### config.mk
export PLATFORM = sky130hd
export DESIGN_NAME = linear_layer_start_fifo_srl_ctrl
export DESIGN_NICKNAME = d
export VERILOG_FILES = /design/src/rtl/linear_layer_start_fifo_srl_ctrl.sv
export SDC_FILE = /design/constraint.sdc
export NUM_CORES = 1
export LEC_CHECK = 0
export CORE_UTILIZATION = 45
export CTS_CLUSTER_SIZE = 20
export DETAILED_ROUTE_END_ITERATION = 7
export DONT_BUFFER_PORTS = 1
export GPL_TIMING_DRIVEN = 0
export PLACE_DENSITY_LB_ADDON = 0.1
export SYNTH_ARGS = -nofsm -noshare
export SYNTH_HDL_FRONTEND = slang
export SYNTH_SLANG_ARGS = --single-unit
### constraint.sdc
create_clock -name ap_clk -period 1.9 [get_ports ap_clk]
set_input_delay 0.285 -clock ap_clk [delete_from_list [all_inputs] [get_ports ap_clk]]
set_output_delay 0.285 -clock ap_clk [all_outputs]
set_load 0.005 [all_outputs]
### src/rtl/linear_layer_start_fifo_srl_ctrl.sv
// Shift-register FIFO controller: a DEPTH-entry SRL addressed by occupancy, with registered empty/full flags.
// Optional START_FIFO_OCCUPANCY_EN adds if_num_data_valid and if_fifo_cap.
module linear_layer_start_fifo_srl_ctrl #(
   parameter int DATA_WIDTH = 1,
   parameter int ADDR_WIDTH = 3,
   parameter int DEPTH      = 6
) (
   input  logic                  ap_clk,
   input  logic                  ap_rst_n,
   input  logic                  if_write_ce,
   input  logic                  if_write,
   input  logic [DATA_WIDTH-1:0] if_din,
   output logic                  if_full_n,
   input  logic                  if_read_ce,
   input  logic                  if_read,
   output logic [DATA_WIDTH-1:0] if_dout,
   output logic                  if_empty_n
`ifdef START_FIFO_OCCUPANCY_EN
   ,
   output logic [ADDR_WIDTH:0]   if_num_data_valid,
   output logic [ADDR_WIDTH:0]   if_fifo_cap
`endif
);

   localparam int                  CW      = ADDR_WIDTH + 1;
   localparam logic [ADDR_WIDTH:0] DEPTH_C = CW'(DEPTH);
   localparam logic [ADDR_WIDTH:0] ONE_C   = CW'(1);

   logic [DATA_WIDTH-1:0] mem [DEPTH];
   logic [ADDR_WIDTH:0]   count_reg;
   logic [ADDR_WIDTH:0]   count_next;
   logic                  empty_n_reg;
   logic                  empty_n_next;
   logic                  full_n_reg;
   logic                  full_n_next;
   logic                  push;
   logic                  pop;
   logic [ADDR_WIDTH-1:0] raddr;

   // Qualifying with the registered flags keeps inputs off any output path.
   assign push = if_write_ce & if_write & full_n_reg;
   assign pop  = if_read_ce & if_read & empty_n_reg;

   always_comb begin
      count_next   = count_reg;
      empty_n_next = empty_n_reg;
      full_n_next  = full_n_reg;
      if (push && !pop) begin
         count_next   = count_reg + ONE_C;
         empty_n_next = 1'b1;
         full_n_next  = (count_next != DEPTH_C);
      end else if (pop && !push) begin
         count_next   = count_reg - ONE_C;
         full_n_next  = 1'b1;
         empty_n_next = (count_next != '0);
      end
   end

   always_ff @(posedge ap_clk or negedge ap_rst_n) begin
      if (!ap_rst_n) begin
         count_reg   <= '0;
         empty_n_reg <= 1'b0;
         full_n_reg  <= 1'b1;
      end else begin
         count_reg   <= count_next;
         empty_n_reg <= empty_n_next;
         full_n_reg  <= full_n_next;
      end
   end

   // Storage is deliberately unreset so it maps onto SRL primitives.
   always_ff @(posedge ap_clk) begin
      if (push) begin
         mem[0] <= if_din;
         for (int i = 1; i < DEPTH; i++) begin
            mem[i] <= mem[i-1];
         end
      end
   end

   always_comb begin
      raddr = '0;
      if (count_reg != '0) begin
         raddr = ADDR_WIDTH'(count_reg - ONE_C);
      end
   end

   assign if_dout    = mem[raddr];
   assign if_empty_n = empty_n_reg;
   assign if_full_n  = full_n_reg;

`ifdef START_FIFO_OCCUPANCY_EN
   assign if_num_data_valid = count_reg;
   assign if_fifo_cap       = DEPTH_C;
`endif

   a_count_bound : assert property (@(posedge ap_clk) disable iff (!ap_rst_n)
      count_reg <= DEPTH_C);
   a_empty_flag : assert property (@(posedge ap_clk) disable iff (!ap_rst_n)
      empty_n_reg == (count_reg != '0));
   a_full_flag : assert property (@(posedge ap_clk) disable iff (!ap_rst_n)
      full_n_reg == (count_reg != DEPTH_C));

endmodule
==> summary.md <==
TritonCTS built the clock tree. During synthesis, Yosys emitted a total of 0 warnings. The final antenna diode count was 0.

In the routed layout, each cell is associated on average with a via count of 5.43. Setup violations remaining at the end of the flow were counted as 0. Summing over every cut layer, the via total after detailed routing is 445. Required arrival time at the worst endpoint: 2060 ps. In this run the remaining antenna-violating nets after routing total 0.

After detailed routing, the number of remaining DRC violations is 0. The maximum resistive drop on vdd is 0.455 mV. The simple-gate portion of the synthesized area was 0.146; the pin count of the biggest net entering global routing was 9. After legalization and detailed placement, the total HPWL measured 754 µm. Summed over all instances, the cell type with the most area after synthesis is sky130_fd_sc_hd__edfxtp_1. The average cell area after synthesis is 11.8 µm², and the number of port buffers is 0. The run finished with clean final reports. The number of global-route vias before repair was 423; the initial antenna violation count was 0. After synthesis the netlist holds a flip-flop and latch count of 12. The fraction of the mapped netlist area in compound gates was 0.0485.

The post-route clock period utilization was 0.966. The tree is rooted in a sky130_fd_sc_hd__clkbuf_4. The transition time of the tightest slew-check pin was 346 ps; the final total negative setup slack was 0 ps. The tools report the count of unique library cells instantiated by Yosys as 27. The worst setup path is launched from a register. At the end of routability-driven placement, the weighted congestion stood at 0.672.

The post-layout utilization of the core is 0.609, and the top cell type's share of synthesized area is 0.269. The max-slew violation count is 0, and the layout overhead on the synthesized area is 22.6%. Power spread over the standard cell area amounts to 528 mW/mm². The logs give 3.00 ps for the final worst clock skew and 1790 µm for the first-pass GRT wire length. From bottom edge to top edge, the die measures 40.6 µm. The final layout contains routed wiring with a total length of 1130 µm.

For the overall die area, the log shows 0.00165 mm². Number of maximum-capacitance constraint violations: 0. The total track usage is 0.179, and the netlist area before placement is 671 µm².

The number of flip-flops under the largest register name was 6; the highest achievable clock rate was 0.545 GHz. The worst-case headroom to the max-slew limit was 0.769. The overall die width works out to 40.6 µm. The largest family of logic cells by synthesized area was simple AND/OR/NAND/NOR gates. The clock slew at the register clock pins of the worst setup and hold paths was 70 ps. Row generation in the floorplan step produced 13 rows. The post-synthesis mux area share came out at 0.0933. The logs give -70.7 ps for the worst slack after detailed placement and 3 for the length of the first detailed-routing pass in iterations. The longest clock path from root to sink contains 2 buffers. Predominant post-synthesis flop cell: sky130_fd_sc_hd__edfxtp_1.

Count of pins on the block boundary: 10. The number of levels in the clock H-tree is 1. The region available for standard cell placement spans 0.00135 mm². The synthesized design contains 6 enable-type register cells. The run gives 0 as the final count of hold timing violations.

Yosys attributes the largest share of cell area to sky130_fd_sc_hd__edfxtp_1 27%, sky130_fd_sc_hd__dfrtp_1 19%, sky130_fd_sc_hd__xor2_1 7.8%. The xor/xnor share of the synthesized area was 0.0914; the per-cell routed wire length was 13.7 µm. The tools report the clock insertion delay at the later pin of the skew report as 270 ps.

Once routing completed, OpenROAD measured the worst setup slack at 65.3 ps. The detailed router finished its first iteration with 6 violations. The setup path with the least slack is of type reg2reg. For the finished layout, the period the worst path requires is 1830 ps. The starting utilization of the core area is 0.497, and the leakage power is 0.362 nW. The tools report the layout net count as 79.

After global routing the overflow that remains totals 0. The synthesized netlist cell count was 57; the adder-cell share of the synthesized area was 0.0746. The worst setup path is captured at a register. The tightest min-delay check is of the in2reg type. Async set-reset flop share out of synthesis: 0.500.

Data on the critical path arrives at its endpoint at 2000 ps. The biggest fanout along the worst timing path was 7; the proportion of layout cells with a drive suffix above 1 was 0.373. CTS saw 12 sinks.

Synthesis produced a netlist with a net count of 68. The number of clock buffers added by TritonCTS is 3. The run gives 0.494 as the sequential fraction of the synthesis area.
-- cell usage in the layout, fill, tap and decap left out --
master,count
sky130_fd_sc_hd__a21oi_1,2
sky130_fd_sc_hd__a21oi_2,1
sky130_fd_sc_hd__and3_2,1
sky130_fd_sc_hd__buf_2,1
sky130_fd_sc_hd__buf_4,7
sky130_fd_sc_hd__clkbuf_1,1
sky130_fd_sc_hd__clkbuf_4,3
sky130_fd_sc_hd__clkinv_1,1
sky130_fd_sc_hd__dfrtp_1,3
sky130_fd_sc_hd__dfrtp_2,2
sky130_fd_sc_hd__dfstp_2,1
sky130_fd_sc_hd__dlygate4sd3_1,1
sky130_fd_sc_hd__edfxtp_1,6
sky130_fd_sc_hd__ha_1,2
sky130_fd_sc_hd__ha_4,2
sky130_fd_sc_hd__inv_4,2
sky130_fd_sc_hd__mux2_2,2
sky130_fd_sc_hd__mux2i_1,4
sky130_fd_sc_hd__nand2_1,1
sky130_fd_sc_hd__nand2b_1,2
sky130_fd_sc_hd__nand2b_4,1
sky130_fd_sc_hd__nand3_1,2
sky130_fd_sc_hd__nand4_1,2
sky130_fd_sc_hd__nor2_1,1
sky130_fd_sc_hd__nor2b_1,2
sky130_fd_sc_hd__nor3_1,1
sky130_fd_sc_hd__nor3_4,1
sky130_fd_sc_hd__nor3b_4,1
sky130_fd_sc_hd__o21ai_0,1
sky130_fd_sc_hd__o21ai_1,1
sky130_fd_sc_hd__o21bai_1,1
sky130_fd_sc_hd__or4_1,1
sky130_fd_sc_hd__xnor2_1,1
sky130_fd_sc_hd__xor2_1,6
-- synth_stat cells (2+ instances only) --
library cell,n
sky130_fd_sc_hd__edfxtp_1,6
sky130_fd_sc_hd__xor2_1,6
sky130_fd_sc_hd__dfrtp_1,5
sky130_fd_sc_hd__ha_1,4
sky130_fd_sc_hd__mux2i_1,4
sky130_fd_sc_hd__a21oi_1,3
sky130_fd_sc_hd__nand2b_1,3
sky130_fd_sc_hd__inv_1,2
sky130_fd_sc_hd__mux2_2,2
sky130_fd_sc_hd__nand3_1,2
sky130_fd_sc_hd__nand4_1,2
sky130_fd_sc_hd__nor2b_1,2
sky130_fd_sc_hd__o21ai_0,2
-- power breakdown --
| part | switching, mW | internal [mW] |
|---|---|---|
| sequential | 0 | 0.271 |
| clock | 0.0827 | 0.0761 |
| combinational | 0.00249 | 0.00148 |
| total | 0.0852 | 0.349 |
-- per-layer routing --
layer / global-route usage / vias up / share of wire
met5: 0 / - / 0
met4: 0.100 / 0 / 0.044
met3: 0.0500 / 4 / 0.041
met2: 0.262 / 12 / 0.43
met1: 0.234 / 208 / 0.48
li1: - / 221 / -
-- metrics by stage --
stage | power [mW] | instance area [µm²] | hold slack [ps] | cells
after global routing | 0.458 | 822 | 86.8 | 82
after global placement | 0.277 | 689 | -10.5 | 72
after floorplan | 0.277 | 671 | -10.6 | 57
after CTS | 0.441 | 788 | 101 | 80
after detailed placement | 0.277 | 689 | -10.4 | 72
final | 0.434 | 822 | 105 | 82
-- worst paths after layout --
| path | slack (ps) | startpoint | endpoint | depth (start not counted) |
|---|---|---|---|---|
| setup / recovery | 70 | if_full_n$_DFFE_PN1P_ | if_empty_n$_DFFE_PN0P_ | 5 |
| hold / removal | 100 | if_din | mem[0]$_DFFE_PP_ | 0 |
| setup reg to reg | 70 | if_full_n$_DFFE_PN1P_ | if_empty_n$_DFFE_PN0P_ | 5 |
| hold reg to reg | 450 | mem[3]$_DFFE_PP_ | mem[4]$_DFFE_PP_ | 0 |
| max in group asynchronous | 1300 | ap_rst_n | if_full_n$_DFFE_PN1P_ | 1 |
| min in group asynchronous | 320 | ap_rst_n | if_empty_n$_DFFE_PN0P_ | 1 |
-- critical path, stage by stage, from the launching register on --
cell and delay (ps):
sky130_fd_sc_hd__dfstp_2 380, sky130_fd_sc_hd__and3_2 280, sky130_fd_sc_hd__ha_4 210, sky130_fd_sc_hd__nand2b_1 140, sky130_fd_sc_hd__or4_1 430, sky130_fd_sc_hd__mux2_2 280
-- final cells by class --
| cell class | instances | area [µm²] |
|---|---|---|
| flip-flops and latches | 12 | 334 |
| multi-input cells | 39 | 359 |
| plain buffers | 3 | 16.3 |
| repair buffers | 7 | 55.1 |
| fillers | 118 | 528 |
| well taps | 15 | 18.8 |
| clock buffers | 3 | 22.5 |
| clock inverters | 1 | 3.75 |
| inverters | 2 | 12.5 |
-- logic make-up after synthesis --
family | after synthesis
flip-flops | 12
adder cells (fa/ha/maj) | 4
multiplexers | 6
AO/OA/AOI/OAI | 6
XOR/XNOR | 7
buffers and inverters | 6
AND/OR/NAND/NOR | 16
-- repair_timing --
action,CTS,global route
resized for setup,10,7
setup endpoints to repair,2,2
hold buffers,1,0
pin swaps,0,1
hold endpoints to repair,6,0
setup buffers,3,3
(Power assumes the default switching activity.)
